File: config.mk
export PLATFORM = sky130hd
export DESIGN_NAME = pipelined_multiply_accumulate_unit_flat
export DESIGN_NICKNAME = d
export VERILOG_FILES = /design/src/rtl/pipelined_multiply_accumulate_unit_pkg.sv /design/src/rtl/pipelined_multiply_accumulate_unit_if.sv /design/src/rtl/pipelined_multiply_accumulate_unit_product_delay_line.sv /design/src/rtl/pipelined_multiply_accumulate_unit.sv /design/src/flat_wrapper.sv
export SDC_FILE = /design/constraint.sdc
export NUM_CORES = 2
export LEC_CHECK = 0
export CAP_MARGIN = 20
export CORE_AREA = 2 2 379 381
export DETAILED_ROUTE_END_ITERATION = 12
export DIE_AREA = 0 0 381 383
export DONT_BUFFER_PORTS = 1
export GPL_TIMING_DRIVEN = 1
export HOLD_SLACK_MARGIN = 0.12
export PLACE_DENSITY = 0.59
export SYNTH_ARGS = -nofsm -noshare
export SYNTH_HDL_FRONTEND = slang
export SYNTH_SLANG_ARGS = --single-unit
File: constraint.sdc
create_clock -name clock -period 11.8 [get_ports clock]
set_input_delay 1.18 -clock clock [delete_from_list [all_inputs] [get_ports clock]]
set_output_delay 1.18 -clock clock [all_outputs]
set_load 0.005 [all_outputs]
File: src/rtl/pipelined_multiply_accumulate_unit_pkg.sv
// Shared opcode constants and staged-control types for the PE multiply/accumulate unit.
package pipelined_multiply_accumulate_unit_pkg;

    localparam int TIA_WORD_WIDTH = 32;
    localparam int TIA_OP_WIDTH   = 4;

    typedef logic [TIA_OP_WIDTH-1:0] tia_op_t;

    localparam tia_op_t TIA_OP_NOP   = 4'd0;
    localparam tia_op_t TIA_OP_LMUL  = 4'd1;
    localparam tia_op_t TIA_OP_SHMUL = 4'd2;
    localparam tia_op_t TIA_OP_UHMUL = 4'd3;
    localparam tia_op_t TIA_OP_MAC   = 4'd4;
    localparam tia_op_t TIA_OP_ACC   = 4'd5;
    localparam tia_op_t TIA_OP_ACCRD = 4'd6;

    // Control header of the staged bundle; operand_0 is appended in the top because its width is a module parameter.
    typedef struct packed {
        logic    valid;
        tia_op_t op;
    } stage_ctrl_t;

    function automatic logic is_accumulator_op(input tia_op_t op);
        return (op == TIA_OP_ACC) || (op == TIA_OP_ACCRD);
    endfunction

endpackage

File: src/rtl/pipelined_multiply_accumulate_unit_if.sv
// Operand/result bus between the PE decode stage and the multiply/accumulate unit.
interface pipelined_multiply_accumulate_unit_if
    import pipelined_multiply_accumulate_unit_pkg::*;
#(
    parameter int WORD_WIDTH = TIA_WORD_WIDTH
);

    logic                  enable;
    logic                  input_valid;
    tia_op_t               op;
    logic [WORD_WIDTH-1:0] operand_0;
    logic [WORD_WIDTH-1:0] operand_1;
    logic [WORD_WIDTH-1:0] operand_2;
    logic                  output_valid;
    logic [WORD_WIDTH-1:0] result;
    logic                  accumulator_busy;

    modport master (
        output enable, input_valid, op, operand_0, operand_1, operand_2,
        input  output_valid, result, accumulator_busy
    );

    modport slave (
        input  enable, input_valid, op, operand_0, operand_1, operand_2,
        output output_valid, result, accumulator_busy
    );

endinterface

File: src/rtl/pipelined_multiply_accumulate_unit_product_delay_line.sv
// Enable-gated register chain with asynchronous clear; used to retime the product and control bundle.
module product_delay_line #(
    parameter int WIDTH  = 8,
    parameter int STAGES = 1
) (
    input  logic             clock,
    input  logic             reset,
    input  logic             i_enable,
    input  logic [WIDTH-1:0] i_data,
    output logic [WIDTH-1:0] o_data
);

    logic [WIDTH-1:0] r_stage [STAGES];

    always_ff @(posedge clock or posedge reset) begin
        if (reset) begin
            for (int i = 0; i < STAGES; i++) begin
                r_stage[i] <= '0;
            end
        end else if (i_enable) begin
            r_stage[0] <= i_data;
            for (int i = 1; i < STAGES; i++) begin
                r_stage[i] <= r_stage[i-1];
            end
        end
    end

    assign o_data = r_stage[STAGES-1];

endmodule

File: src/rtl/pipelined_multiply_accumulate_unit.sv
// Pipelined integer multiplier with MAC and a persistent accumulator; result appears PIPELINE_DEPTH enabled edges after accept.
module pipelined_multiply_accumulate_unit
    import pipelined_multiply_accumulate_unit_pkg::*;
#(
    parameter int WORD_WIDTH       = TIA_WORD_WIDTH,
    parameter int PIPELINE_DEPTH   = 3,
    parameter bit TWO_WORD_PRODUCT = 1'b1
) (
    input logic                               clock,
    input logic                               reset,
    pipelined_multiply_accumulate_unit_if.slave bus
);

    localparam int PRODUCT_WIDTH = 2 * WORD_WIDTH;
    localparam int BUNDLE_WIDTH  = $bits(stage_ctrl_t) + WORD_WIDTH;
    localparam int COUNT_WIDTH   = $clog2(PIPELINE_DEPTH + 1);

    logic [PRODUCT_WIDTH-1:0] w_factor_a;
    logic [PRODUCT_WIDTH-1:0] w_factor_b;
    logic [PRODUCT_WIDTH-1:0] w_product;
    logic [PRODUCT_WIDTH-1:0] w_final_product;
    stage_ctrl_t              w_stage1_ctrl;
    stage_ctrl_t              w_final_ctrl;
    logic [BUNDLE_WIDTH-1:0]  w_stage1_bundle;
    logic [BUNDLE_WIDTH-1:0]  w_final_bundle;
    logic [WORD_WIDTH-1:0]    w_final_operand_0;
    logic [WORD_WIDTH-1:0]    w_accumulate_sum;
    logic [WORD_WIDTH-1:0]    w_result_next;
    logic                     w_acc_issue;
    logic                     w_acc_retire;

    logic                     r_output_valid;
    logic [WORD_WIDTH-1:0]    r_result;
    logic [WORD_WIDTH-1:0]    r_accumulator;
    logic [COUNT_WIDTH-1:0]   r_acc_inflight;

    // Factors are extended to the full product width so one unsigned multiply serves both signed and unsigned ops.
    always_comb begin
        w_factor_a = '0;
        w_factor_b = '0;
        case (bus.op)
            TIA_OP_SHMUL: begin
                if (TWO_WORD_PRODUCT) begin
                    w_factor_a = {{WORD_WIDTH{bus.operand_0[WORD_WIDTH-1]}}, bus.operand_0};
                    w_factor_b = {{WORD_WIDTH{bus.operand_1[WORD_WIDTH-1]}}, bus.operand_1};
                end
            end
            TIA_OP_UHMUL: begin
                if (TWO_WORD_PRODUCT) begin
                    w_factor_a = {{WORD_WIDTH{1'b0}}, bus.operand_0};
                    w_factor_b = {{WORD_WIDTH{1'b0}}, bus.operand_1};
                end
            end
            TIA_OP_LMUL, TIA_OP_ACC: begin
                w_factor_a = {{WORD_WIDTH{1'b0}}, bus.operand_0};
                w_factor_b = {{WORD_WIDTH{1'b0}}, bus.operand_1};
            end
            TIA_OP_MAC: begin
                w_factor_a = {{WORD_WIDTH{bus.operand_1[WORD_WIDTH-1]}}, bus.operand_1};
                w_factor_b = {{WORD_WIDTH{bus.operand_2[WORD_WIDTH-1]}}, bus.operand_2};
            end
            default: ;
        endcase
    end

    assign w_product           = w_factor_a * w_factor_b;
    assign w_stage1_ctrl.valid = bus.input_valid;
    assign w_stage1_ctrl.op    = bus.op;
    assign w_stage1_bundle     = {w_stage1_ctrl, bus.operand_0};
    assign {w_final_ctrl, w_final_operand_0} = w_final_bundle;

    generate
        if (PIPELINE_DEPTH > 1) begin : g_retime
            product_delay_line #(.WIDTH(PRODUCT_WIDTH), .STAGES(PIPELINE_DEPTH - 1)) u_product_delay (
                .clock    (clock),
                .reset    (reset),
                .i_enable (bus.enable),
                .i_data   (w_product),
                .o_data   (w_final_product)
            );
            product_delay_line #(.WIDTH(BUNDLE_WIDTH), .STAGES(PIPELINE_DEPTH - 1)) u_ctrl_delay (
                .clock    (clock),
                .reset    (reset),
                .i_enable (bus.enable),
                .i_data   (w_stage1_bundle),
                .o_data   (w_final_bundle)
            );
        end else begin : g_single_cycle
            assign w_final_product = w_product;
            assign w_final_bundle  = w_stage1_bundle;
        end
    endgenerate

    always_comb begin
        w_accumulate_sum = r_accumulator + w_final_product[WORD_WIDTH-1:0];
        w_result_next    = '0;
        case (w_final_ctrl.op)
            TIA_OP_LMUL:               w_result_next = w_final_product[WORD_WIDTH-1:0];
            TIA_OP_SHMUL, TIA_OP_UHMUL: begin
                if (TWO_WORD_PRODUCT) begin
                    w_result_next = w_final_product[PRODUCT_WIDTH-1:WORD_WIDTH];
                end
            end
            TIA_OP_MAC:                w_result_next = w_final_operand_0 + w_final_product[WORD_WIDTH-1:0];
            TIA_OP_ACC:                w_result_next = w_accumulate_sum;
            TIA_OP_ACCRD:              w_result_next = r_accumulator;
            default: ;
        endcase
    end

    // The accumulator only changes at the final stage, so consecutive ACC/ACCRD ops see each other's effect.
    always_ff @(posedge clock or posedge reset) begin
        if (reset) begin
            r_output_valid <= 1'b0;
            r_result       <= '0;
            r_accumulator  <= '0;
        end else if (bus.enable) begin
            r_output_valid <= w_final_ctrl.valid;
            if (w_final_ctrl.valid) begin
                r_result <= w_result_next;
                if (w_final_ctrl.op == TIA_OP_ACC) begin
                    r_accumulator <= w_accumulate_sum;
                end else if (w_final_ctrl.op == TIA_OP_ACCRD) begin
                    r_accumulator <= '0;
                end
            end
        end
    end

    assign w_acc_issue  = bus.input_valid && is_accumulator_op(bus.op);
    assign w_acc_retire = w_final_ctrl.valid && is_accumulator_op(w_final_ctrl.op);

    always_ff @(posedge clock or posedge reset) begin
        if (reset) begin
            r_acc_inflight <= '0;
        end else if (bus.enable) begin
            r_acc_inflight <= r_acc_inflight + COUNT_WIDTH'(w_acc_issue) - COUNT_WIDTH'(w_acc_retire);
        end
    end

    assign bus.output_valid     = r_output_valid;
    assign bus.result           = r_result;
    assign bus.accumulator_busy = (r_acc_inflight != '0);

endmodule

File: src/flat_wrapper.sv
// flat-port wrapper written by rule: the top's interface ports become plain ports
module pipelined_multiply_accumulate_unit_flat import pipelined_multiply_accumulate_unit_pkg::*;
#(
    parameter int WORD_WIDTH       = TIA_WORD_WIDTH,
    parameter int PIPELINE_DEPTH   = 3,
    parameter bit TWO_WORD_PRODUCT = 1'b1
)
  (clock, reset, bus_enable, bus_input_valid, bus_op, bus_operand_0, bus_operand_1, bus_operand_2, bus_output_valid, bus_result, bus_accumulator_busy);
  pipelined_multiply_accumulate_unit_if #(.WORD_WIDTH(WORD_WIDTH)) bus_i ();
  input logic clock;
  input logic reset;
  input wire logic [$bits(bus_i.enable)-1:0] bus_enable;
  input wire logic [$bits(bus_i.input_valid)-1:0] bus_input_valid;
  input wire logic [$bits(bus_i.op)-1:0] bus_op;
  input wire logic [$bits(bus_i.operand_0)-1:0] bus_operand_0;
  input wire logic [$bits(bus_i.operand_1)-1:0] bus_operand_1;
  input wire logic [$bits(bus_i.operand_2)-1:0] bus_operand_2;
  output wire logic [$bits(bus_i.output_valid)-1:0] bus_output_valid;
  output wire logic [$bits(bus_i.result)-1:0] bus_result;
  output wire logic [$bits(bus_i.accumulator_busy)-1:0] bus_accumulator_busy;
  assign bus_i.enable = bus_enable;
  assign bus_i.input_valid = bus_input_valid;
  assign bus_i.op = bus_op;
  assign bus_i.operand_0 = bus_operand_0;
  assign bus_i.operand_1 = bus_operand_1;
  assign bus_i.operand_2 = bus_operand_2;
  assign bus_output_valid = bus_i.output_valid;
  assign bus_result = bus_i.result;
  assign bus_accumulator_busy = bus_i.accumulator_busy;
  pipelined_multiply_accumulate_unit #(.WORD_WIDTH(WORD_WIDTH), .PIPELINE_DEPTH(PIPELINE_DEPTH), .TWO_WORD_PRODUCT(TWO_WORD_PRODUCT)) u_core (.clock(clock), .reset(reset), .bus(bus_i));
endmodule
==> key figures <==
Run status
  – Run status: complete, no violations

Logic synthesis
  – Mapped Cells: 6,342
  – Synth cell types: 72
  – Share of the synthesized area in the top cell type: a little under half
  – Sequential element share of the synthesized area: 11.1%
  – Number of nets in the synthesized netlist: 8,244
  – Post-Syn Area: 60,700 um^2
  – Synth async-reset ratio: 100%
  – Primary flip-flop cell chosen by synthesis mapping: dfrtp_1
  – Leading area contributor after synthesis: fa_1
  – Biggest area contributors in the synthesized netlist: fa_1 (47%), dfrtp_1 (11%), inv_1 (9.4%)
  – Count of flip-flops with a built-in enable after synthesis: 0
  – Number of synthesized register bits: between 200 and 300
  – Total number of yosys warnings: 0
  – Avg Synthesized Cell Area: 9.58 um^2

Place
  – Worst slack at placement: 272 ps
  – Half-perimeter wire length after placement: 185,000 um
  – Routability congestion estimate: 1.04
  – Number of placed instances, taps included: 8,250
  – Count of input and output buffers: 0
  – Post-detailed-placement cell area: 64,700 um^2

Clocking
  – H-tree depth reported by CTS: 1
  – Clock-pin slew on the worst setup and hold paths: 70 ps
  – Clock tree root driver cell: clkbuf_16
  – Worst skew pair latency: 540 ps
  – Inserted Clock Buffers: 27
  – CTS tree: built
  – Total setup buffers inserted after CTS: 0
  – Post-cts hold buffer count: 0
  – Count of cells resized by post-cts repair: 0
  – Longest Clk Path Bufs: 3
  – Sinks on Clock Net: 269

Power
  – Power density over the cells: 107 nW/um^2
  – Peak supply drop: 0.000136 V
  – LEAKAGE: 33.3 nW

Timing
  – Accumulated negative setup slack: 0 ps
  – Post-Route Skew: 12.0 ps
  – Normalized max-slew margin: slightly above 4%
  – Post-route worst setup slack: slightly below 700 ps
  – Total count of hold-check failures in the final report: 0
  – Final min period: 11,120 ps
  – RSZ-0062 raised after global routing: false
  – Maximum frequency from static timing analysis: 0.0900 GHz
  – Max-slew violation total from the final report: 0
  – Post-route clock period utilization: 94.2%
  – Transition time at the pin with the least slew margin: 1440 ps
  – Count of final setup violators: 0

Floorplanning
  – Cell row count: ~140
  – Initial standard-cell utilization of the core: 42.7%
  – Top Ports: 138
  – Die extent in y: between 300 and 400 um
  – Die outline area: 146,000 um^2
  – Area inside the core boundary: 142,000 um^2
  – Die width: about 380 um

Critical path
  – CP Max Fanout: 41
  – Worst path slowest cell: a22oi_1
  – Critical path capture point type: flop
  – Crit path launch type: input port
  – Data arrival, critical path: about 12,000 ps
  – Most used cell, CP: fa_1
  – Buffers & Inverters on Critical Path: 9
  – Classification of the worst setup path: in2reg
  – Required time of the worst setup path: 12,200 ps
  – Worst path max stage delay: ~1100 ps
  – Delay-heaviest family, CP: adder cells

Drt
  – Wire length after detailed routing: 218,000 um
  – Post-DR vias/cell: 5.47
  – Router iterations before antenna repair: 7
  – Wire per inst: 26.2 um
  – Post-route ant nets: 0
  – DRC violation total after the first TritonRoute iteration: 4,026
  – Remaining DRCs: 0
  – Via Count: 45,500

Global routing
  – Largest net degree at the start of global routing: 220
  – First-pass GRT wire length: between 300,000 and 400,000 um
  – Via count of the first global-routing pass: 49,300
  – GRT Residual Overflow: 0
  – Initial antenna violation count: 12
  – Overall Global Routing Usage: 30.8%

Finish
  – Area Growth Syn to Fin: 8.08%
  – Layout cell share with drive strength beyond 1: 8.88%
  – Final #Nets: 8,279
  – Combined area of the multi-input logic cells: 47,400 um^2
  – Post-route insts no fill: just over 8,000
  – Finished layout cell area: 65,700 um^2
  – Fill cells: 13,900
  – Fraction of the core area covered by cells at the end of the flow: between 40% and 50%
  – Sequential cell area in the final layout: 6730 um^2

Job
  – Number of maximum-capacitance constraint violations: 0

Worst hold path
  – Classification of the worst-slack hold path: reg2reg
-- where the power goes --
part           internal (mW)  total, mW  switching [mW]
combinational           1.91       4.68            2.76
sequential              1.18       1.48           0.292
clock                  0.492      0.873           0.381
-- metrics by stage --
step / hold WS [ps] / total power, mW
detailed placement: 458 / 6.13
floorplan: 438 / 4.48
global placement: 451 / 6.12
finish: 471 / 7.03
global route: 483 / 7.65
CTS: 471 / 7.04
-- synthesized netlist by cell type, types with 23 or more instances --
| cell | count |
|---|---|
| nand2_1 | 654 |
| buf_1 | 23 |
| fa_1 | 1435 |
| o21ai_0 | 99 |
| nor2_1 | 645 |
| o211ai_1 | 23 |
| a21oi_1 | 143 |
| inv_1 | 1529 |
| mux2_2 | 183 |
| ha_1 | 363 |
| xnor2_1 | 110 |
| a22o_1 | 79 |
| nor3_1 | 28 |
| a222oi_1 | 31 |
| dfrtp_1 | 269 |
| clkbuf_1 | 251 |
| a22oi_1 | 66 |
| xor2_1 | 49 |
| a21o_1 | 67 |
-- final timing paths --
check	from	cells past startpoint	slack, ps	to
worst min register to register	u_core.r_acc_inflight[1]$_DFFE_PP0P_	1	470	u_core.r_acc_inflight[1]$_DFFE_PP0P_
worst max register to register	u_core.g_retime.u_product_delay.o_data[0]$_DFFE_PP0P_	12	7720	u_core.bus.result[24]$_DFFE_PP0P_
worst max-delay path	bus_op[2]	34	680	u_core.g_retime.u_product_delay.r_stage[124]$_DFFE_PP0P_
max in group asynchronous	reset	2	9630	u_core.g_retime.u_ctrl_delay.r_stage[58]$_DFFE_PP0P_
worst min-delay path	u_core.r_acc_inflight[1]$_DFFE_PP0P_	1	470	u_core.r_acc_inflight[1]$_DFFE_PP0P_
min in group asynchronous	reset	1	670	u_core.bus.result[1]$_DFFE_PP0P_
-- sequential cells by signal (all words and copies together), names as in the netlist --
register                                 count
u_core.g_retime.u_product_delay.o_data      64
u_core.g_retime.u_product_delay.r_stage     64
u_core.g_retime.u_ctrl_delay.o_data         37
u_core.g_retime.u_ctrl_delay.r_stage        37
u_core.bus.result                           32
u_core.r_accumulator                        32
u_core.r_acc_inflight                        2
u_core.bus.output_valid                      1
-- kinds of logic (layout without fill, tap and decap cells) --
logic type,after synthesis,count (layout),share of synthesized area (%)
mux,184,184,3.41
flops,269,269,11.1
buf+inv,1806,1861,11.2
fa+ha+maj,1798,1798,54.8
xor+xnor,159,159,2.29
simple gates,1471,1471,9.79
compound gates,655,655,7.50
other cells,0,13,0
-- metal layers --
| layer | track usage (%) | up-vias | part of all wire, % |
|---|---|---|---|
| met4 | 17.9 | 10 | 7.3 |
| met1 | 38.9 | 23700 | 37 |
| met3 | 6.94 | 543 | 9.7 |
| met5 | 0 | - | 0.026 |
| met2 | 48.9 | 2050 | 46 |
| li1 | - | 19200 | - |
-- area by class of cell --
cell class              count  area share (%)
inverters                1531            8.76
repair buffers            281            3.72
multi-input cells        4267            72.2
clock inverters            16           0.232
clock buffers              33            1.12
well taps                1903            3.63
flip-flops and latches    269            10.3
diodes                     13          0.0495
-- worst reg2reg max path, delay by kind of cell (launching register included) --
kind	cells	cell delay, ps
compound gates	7	2300
fa+ha+maj	2	750
flops	1	470
simple gates	2	320
xor+xnor	1	170
-- layout by cell type (no fill, tap or decap), drive strengths merged, types with 11 or more instances in the layout --
cell type,instances
fa,1435
a22oi,66
a21oi,143
a21o,67
nor2,645
and2,11
a31oi,15
xnor2,110
o21a,18
buf,281
xor2,49
a22o,79
inv,1531
clkinv,11
and3,18
nor3,28
a211oi,14
dfrtp,269
nand2b,21
o21ai,108
o211ai,23
diode,13
a222oi,31
mux2,183
nor2b,16
clkbuf,33
ha,363
nand3,16
nand2,654
nand4,19
Power figures use the tool's default switching activity.
